`src/rtl/mandel_pkg.sv`:
```
// Types and constants shared by the zoom sequencer and the Mandelbrot renderer.
// Coordinates are signed Q4.28 fixed point.
package mandel_pkg;

  localparam int COORD_W = 32;
  localparam int FRAC_W  = 28;

  typedef logic signed [COORD_W-1:0] coord_t;

  typedef enum logic [1:0] {
    BOOT      = 2'd0,
    IDLE      = 2'd1,
    ISSUE     = 2'd2,
    WAIT_DONE = 2'd3
  } seq_state_e;

endpackage : mandel_pkg

```
`src/rtl/tick_sync.sv`:
```
// Two-flop synchroniser plus rising-edge detect for the slow tick square wave.
// Pulse is registered-only logic; 2-3 clk from async rise, no backpressure.
module tick_sync (
  input  logic clk,
  input  logic resetn,
  input  logic async_in,
  output logic rise_pulse
);

  logic meta_q;
  logic sync_q;
  logic prev_q;

  always_ff @(posedge clk or negedge resetn) begin
    if (!resetn) begin
      meta_q <= 1'b0;
      sync_q <= 1'b0;
      prev_q <= 1'b0;
    end else begin
      meta_q <= async_in;
      sync_q <= meta_q;
      prev_q <= sync_q;
    end
  end

  // Falling edges of the square wave are deliberately ignored.
  assign rise_pulse = sync_q & ~prev_q;

endmodule : tick_sync

```
`src/rtl/zoom_sequencer.sv`:
```
// Steps the Mandelbrot view one zoom level per tick and requests a frame over valid/ready.
// New view and frame_valid appear one clk after the tick event; ticks are dropped (counted) while a frame is outstanding.
module zoom_sequencer #(
  parameter int                 COORD_W = mandel_pkg::COORD_W,
  parameter int                 LEVELS  = 48,
  parameter int                 SHIFT   = 3,
  parameter logic [COORD_W-1:0] CX0     = 32'hF3D7_0A3D,
  parameter logic [COORD_W-1:0] CY0     = 32'h00A3_D70A,
  parameter logic [COORD_W-1:0] STEP0   = 32'h0100_0000
) (
  input  logic               clk,
  input  logic               resetn,
  input  logic               tick_in,
  input  logic               enable,
  output logic               frame_valid,
  input  logic               frame_ready,
  input  logic               render_done,
  output logic [COORD_W-1:0] center_x,
  output logic [COORD_W-1:0] center_y,
  output logic [COORD_W-1:0] step,
  output logic [5:0]         zoom_level,
  output logic [15:0]        dropped_cnt
);

  localparam logic [5:0] LAST_LEVEL = 6'(LEVELS - 1);

  logic tick_evt;

  tick_sync u_tick_sync (
    .clk        (clk),
    .resetn     (resetn),
    .async_in   (tick_in),
    .rise_pulse (tick_evt)
  );

  mandel_pkg::seq_state_e state_q, state_d;
  logic                   boot_arm_q;
  logic                   frame_valid_q, frame_valid_d;
  logic [5:0]             level_q, level_d;
  logic [COORD_W-1:0]     step_q, step_d;
  logic [15:0]            dropped_q, dropped_d;
  logic [COORD_W-1:0]     center_x_q, center_y_q;
  logic                   drop_evt;

  always_comb begin
    state_d   = state_q;
    level_d   = level_q;
    step_d    = step_q;
    dropped_d = dropped_q;
    drop_evt  = 1'b0;

    case (state_q)
      // Hold BOOT for one edge so the first request never races reset release.
      mandel_pkg::BOOT: begin
        if (boot_arm_q) begin
          state_d = mandel_pkg::ISSUE;
        end
      end
      mandel_pkg::IDLE: begin
        if (tick_evt && enable) begin
          state_d = mandel_pkg::ISSUE;
          if (level_q == LAST_LEVEL) begin
            level_d = 6'd0;
            step_d  = STEP0;
          end else begin
            level_d = level_q + 6'd1;
            step_d  = step_q - (step_q >> SHIFT);
          end
        end
      end
      mandel_pkg::ISSUE: begin
        drop_evt = tick_evt && enable;
        if (frame_valid_q && frame_ready) begin
          state_d = mandel_pkg::WAIT_DONE;
        end
      end
      mandel_pkg::WAIT_DONE: begin
        drop_evt = tick_evt && enable;
        if (render_done) begin
          state_d = mandel_pkg::IDLE;
        end
      end
      default: state_d = mandel_pkg::BOOT;
    endcase

    if (drop_evt && (dropped_q != 16'hFFFF)) begin
      dropped_d = dropped_q + 16'd1;
    end

    frame_valid_d = (state_d == mandel_pkg::ISSUE);
  end

  always_ff @(posedge clk or negedge resetn) begin
    if (!resetn) begin
      state_q       <= mandel_pkg::BOOT;
      boot_arm_q    <= 1'b0;
      frame_valid_q <= 1'b0;
      level_q       <= 6'd0;
      step_q        <= STEP0;
      dropped_q     <= 16'd0;
      center_x_q    <= CX0;
      center_y_q    <= CY0;
    end else begin
      state_q       <= state_d;
      boot_arm_q    <= 1'b1;
      frame_valid_q <= frame_valid_d;
      level_q       <= level_d;
      step_q        <= step_d;
      dropped_q     <= dropped_d;
      center_x_q    <= CX0;
      center_y_q    <= CY0;
    end
  end

  assign frame_valid = frame_valid_q;
  assign center_x    = center_x_q;
  assign center_y    = center_y_q;
  assign step        = step_q;
  assign zoom_level  = level_q;
  assign dropped_cnt = dropped_q;

endmodule : zoom_sequencer
```
`config.mk`:
```
export PLATFORM = sky130hd
export DESIGN_NAME = zoom_sequencer
export DESIGN_NICKNAME = d
export VERILOG_FILES = /design/src/rtl/mandel_pkg.sv /design/src/rtl/tick_sync.sv /design/src/rtl/zoom_sequencer.sv
export SDC_FILE = /design/constraint.sdc
export NUM_CORES = 1
export LEC_CHECK = 0
export CAP_MARGIN = 30
export CORE_MARGIN = 1
export CORE_UTILIZATION = 54
export CTS_CLUSTER_DIAMETER = 80
export DETAILED_ROUTE_END_ITERATION = 7
export PLACE_DENSITY = 0.88
export SETUP_SLACK_MARGIN = 0.5
export SYNTH_ARGS = -nofsm -noshare
export SYNTH_HDL_FRONTEND = slang
export SYNTH_SLANG_ARGS = --single-unit
```
`constraint.sdc`:
```
create_clock -name clk -period 7.06 [get_ports clk]
set_input_delay 1.412 -clock clk [delete_from_list [all_inputs] [get_ports clk]]
set_output_delay 1.412 -clock clk [all_outputs]
set_load 0.1 [all_outputs]
```
---- Word level (Yosys, flattened, before mapping) ----
Cells that the tools add are included.
word-level totals
  output and inout bits ................... 119
  input bits .............................. 6
  flip-flop bits (word level) ............. 61
operators by class
  eq/ne operators ......................... 6
  add/subtract/negate cells ............... 3
  reductions and logical operators ........ 6
  mux-type cells .......................... 8
  bitwise operators ....................... 2
operators by type and width
  kind                                           number
  two-way mux 32 bit                             1
  subtractor 32 x 29 -> 32 bit                   1
  adder 16 x 1 -> 16 bit, second input constant  1
  inequality test 16 bit, second input constant  1
  two-way mux 2 bit                              4
  one-hot mux 2 bit (4 select lines)             1
  adder 6 x 1 -> 6 bit, second input constant    1
  == test 2 bit, second input constant           3
  == test 6 bit, second input constant           1
  two-way mux 6 bit                              1
  logical AND 1 bit                              3
  == test 2 x 1 -> 1 bit, second input constant  1
  logical NOT 2 bit                              1
  AND reduction 2 bit                            1
  OR reduction 2 bit                             1
  AND 1 bit                                      1
  two-way mux 1 bit                              1
  NOT 1 bit                                      1

---- Depth between registers and ports, before layout ----
  depth after elaboration ................. 6
  depth in mapped cells ................... 10

---- By module ----
A second synthesis with hierarchy kept.
unflattened totals
  cells, all modules ...................... 508
  area, all modules ....................... 4560.6 um^2
by module, submodules not included
  module          cells each  times used  area an instance (um^2)
  zoom_sequencer  504         1           4471.8
  tick_sync       4           1           88.8

---- Least setup slack after synthesis ----
No wires, ideal clock.
  kind .................................... reg-to-reg
  start ................................... register step_q[0], in the netlist step[0]
  end ..................................... register step_q[24], in the netlist step[24]
  period minus slack after synthesis ...... 3177 ps
  cell stages (with the launch flop) ...... 11
  arrival time ............................ 3096 ps
  setup time .............................. 82 ps
  path slack .............................. 3883 ps
  path buffers ............................ 0
  cell sequence ........................... dfrtp_1 -> inv_1 -> ha_1 -> fa_1 -> and2b_1 -> o2111ai_1 -> a31oi_1 -> or2_1 -> a21oi_2 -> o311a_1 -> nor3_1
between the ends
  longest elaborated chain between the ends .. 2
ends and longest elaborated chain
  what                          RTL line               text
  from (decl)                   zoom_sequencer.sv:40   logic [COORD_W-1:0] step_q, step_d;
  from (signal assigned)        zoom_sequencer.sv:108  step_q <= step_d;
  subtractor 32 x 29 -> 32 bit  zoom_sequencer.sv:67   step_d = step_q - (step_q >> SHIFT);
  two-way mux 32 bit            zoom_sequencer.sv:62   if (level_q == LAST_LEVEL) begin
No other way between the ends.
A chain may end at the register's enable or synchronous reset.

---- Final worst setup path ----
  start ................................... input enable
  end ..................................... register step_q[25], in the netlist step[25]
between the ends
  longest elaborated chain between the ends .. 2
ends and longest elaborated chain
  what                                  RTL line              text
  from (decl)                           zoom_sequencer.sv:14  input logic enable,
  logical AND 1 bit                     zoom_sequencer.sv:60  if (tick_evt && enable) begin
  AND reduction 2 bit (no source line)  --
No other way between the ends.

==> results.md <==
- Run status: finished, final reports clean
- Gr busiest metal: met2
- Top_reg_cell synth: dfrtp_1
- Antenna violations before repair: 0
- Die width: 95.72 um
- Global route overflow: 0
- Antenna Nets Post-Route: 0
- Hold depth: 0
- Synth Register Bits: 61
- First-pass GRT wire length: 18050 um
- Buf/Inv on CP: 1
- Layout cell share with drive strength beyond 1: 4.894%
- Crit-path slowest cell: and2_1
- Clock skew: 9.926 ps
- CTS H-Tree Depth: 3
- DRT Pass-1 Iters: 5
- Rel. slew slack: 32.59%
- Setup Fix Bufs, Post-CTS: 0
- CP max stage delay: 750 ps
- Initial Util: 56.87%
- Fillers: 708
- Max-Cap Viols: 0
- N_diodes: 0
- Reg2reg setup slack: 4130 ps
- Number of flops mapped to enable cells by yosys: 0
- Mapped Area: 4743 sq um
- Ranking of synthesized cells by area: dfrtp_1 32%, buf_4 10%, ha_1 8.4%
- Clock sink count: 61
- Vias/cell: 5.703
- Tmin final: 3805 ps
- Top cells by count, synth: 64 x buf_4, 60 x dfrtp_1, 60 x nand2_1
- Grt met2 use: 41.07%
- Period utilization: 53.89%
- # IOs: 125
- Critical Path RT: 7350 ps
- Crit Path Class: in2reg
- Detail Placement HPWL: 8398 um
- Via count: 4095
- CTS buffer count: 9
- DP Cell Count: 702
- Hold violation count in the final report: 0
- Hold_sp: u_tick_sync.meta_q
- Worst Setup End Kind: flip-flop
- Final instance area: 5393 sq um
- Met1 Use GR: 33.45%
- Post-synthesis to final-layout area growth: 13.69%
- CP cell instances: clkdlybuf4s50_1, and4bb_1, and2_1, nand2_1, nor3_1, a221oi_1, nand2_1
- Cells on worst reg2reg path: 9
- Synth cell types: 67
- Critical Path AT: 4100 ps
- Mapped Cells: 554
- Max-slew violations: 0
- Nets: 647
- DRC viols: 0
- Hold endpoint: u_tick_sync.sync_q
- Worst R2R Start: step[3]
- CTS Buffer Depth: 2
- Asr flop ratio synth: 100.0%
- CTS root buf: clkbuf_8
- GRT Total Usage: 25.77%
- Synthesized area per cell: 8.562 sq um
- Crit path max-delay family: simple AND/OR/NAND/NOR gates
- TritonCTS clock tree: done
- Setup TNS: 0 ps
- Buffers added on ports: 60
- Min-delay worst type: reg2reg
- Die height: 95.72 um
- Final core occ: 64.66%
- Setup violators final: 0
- WL final: 11240 um
- Max Fclk: 262.8 MHz
- Clock latency on the worst-skew pair: 360 ps
- Rows: 33
- Most used cell along the critical path: nand2_1
- Most numerous cell in the Yosys netlist: buf_4
- Post-synth top area cell: dfrtp_1
- Capture point of the worst reg-to-reg path: step[24]
- Die area: 9162 sq um
- Post-DP Area: 5161 sq um
- Met3 Resource Use GR: 7.741%
- Clock transition at path regs: 80 ps
- DR WL/cell: 15.65 um
- RSZ-0062 raised after global routing: false
- 1st-iter DRT viols: 165
- Finished Layout Cells: 718
- Multi-input logic area: 2756 sq um
- # resized after CTS: 0
- Core area: 8341 sq um
- Synth top area share: 31.65%
- Crit Path Max Fanout: 24
- Sequential area share after synthesis: 32.21%
- Seq. cell area: 1528 sq um
- Vias in the first global route: 3743
- CTS Hold Bufs: 0
- CP startpoint kind: input port
- YS warnings: 0
- Placer Congestion: 0.9221
- Worst Tran Pin Value: 1008 ps
- Pin count of the biggest net entering global routing: 62
==> flip-flops by register name (all words and copies together), names as in the netlist <==
register,count
boot_arm_q,1
dropped_cnt,16
frame_valid,1
state_q,2
step,32
u_tick_sync.meta_q,1
u_tick_sync.prev_q,1
u_tick_sync.sync_q,1
zoom_level,6
==> cell usage in the layout (no fill, tap or decap), drive strengths merged, types with 3 or more instances in the layout <==
cell and instances:
o2111ai 3, o21ai 27, xnor2 25, a21oi 24, nor2b 7, xor2 9, nand3 21, mux2i 3
a31oi 8, and3 8, inv 40, dfrtp 60, a211oi 9, nor3 11, and2 6, o31ai 11
conb 65, a21boi 4, clkdlybuf4s50 59, clkbuf 10, and4 3, or3 4, o21a 5, a21o 13
o21bai 5, o22ai 11, nand4 11, ha 32, o211ai 4, nor2 19, nand2 61
==> worst max path at each step <==
| stage | from | to | slack (ps) | cells after the start |
|---|---|---|---|---|
| CTS | enable | step[5] | 3330 | 5 |
| finish | enable | step[25] | 3260 | 7 |
| global placement | enable | step[25] | 3060 | 7 |
| global route | enable | step[25] | 3080 | 7 |
| floorplan | step[0] | step[24] | 3880 | 10 |
| detailed placement | enable | step[25] | 2940 | 7 |
==> metal layers <==
metal  vias to the layer above  part of all wire [%]
li1                       1953                     -
met1                      1940                    43
met2                       181                    48
met3                        21                   7.6
met4                         0                   1.7
met5                         -                     0
==> metrics by stage <==
stage	hold WS, ps	setup slack, ps
detailed placement	351.7	2941
global route	372.9	3077
global placement	335.7	3062
floorplan	331.2	3883
CTS	370.3	3330
finish	367.7	3255
==> logic make-up after synthesis <==
group                    synth area share, %
flip-flops                             32.21
AND/OR/NAND/NOR                        16.59
other                                 0.1583
buffers and inverters                  14.67
XOR/XNOR                               6.278
AO/OA/AOI/OAI                          20.36
adder cells (fa/ha/maj)                8.863
multiplexers                          0.8705
==> worst register-to-register path, cell delays in order, from the launching register on <==
cell       delay, ps
dfrtp_1          440
ha_1             230
fa_1             370
and2b_1          240
o2111ai_1        130
a31oi_1          420
or2_1            310
a21oi_2          160
o311a_1          350
nor3_1           190
==> area by class of cell <==
cell class / instances / area share (%)
Timing Repair Buffer: 61 / 11.18
Tap cell: 105 / 2.436
Multi-Input combinational cell: 437 / 51.11
Clock buffer: 10 / 2.552
Sequential cell: 61 / 28.33
Inverter: 38 / 2.645
Clock inverter: 6 / 1.740
Power is not shown: default switching activity piles up to over one toggle a cycle in this logic, so the estimate is an artifact.
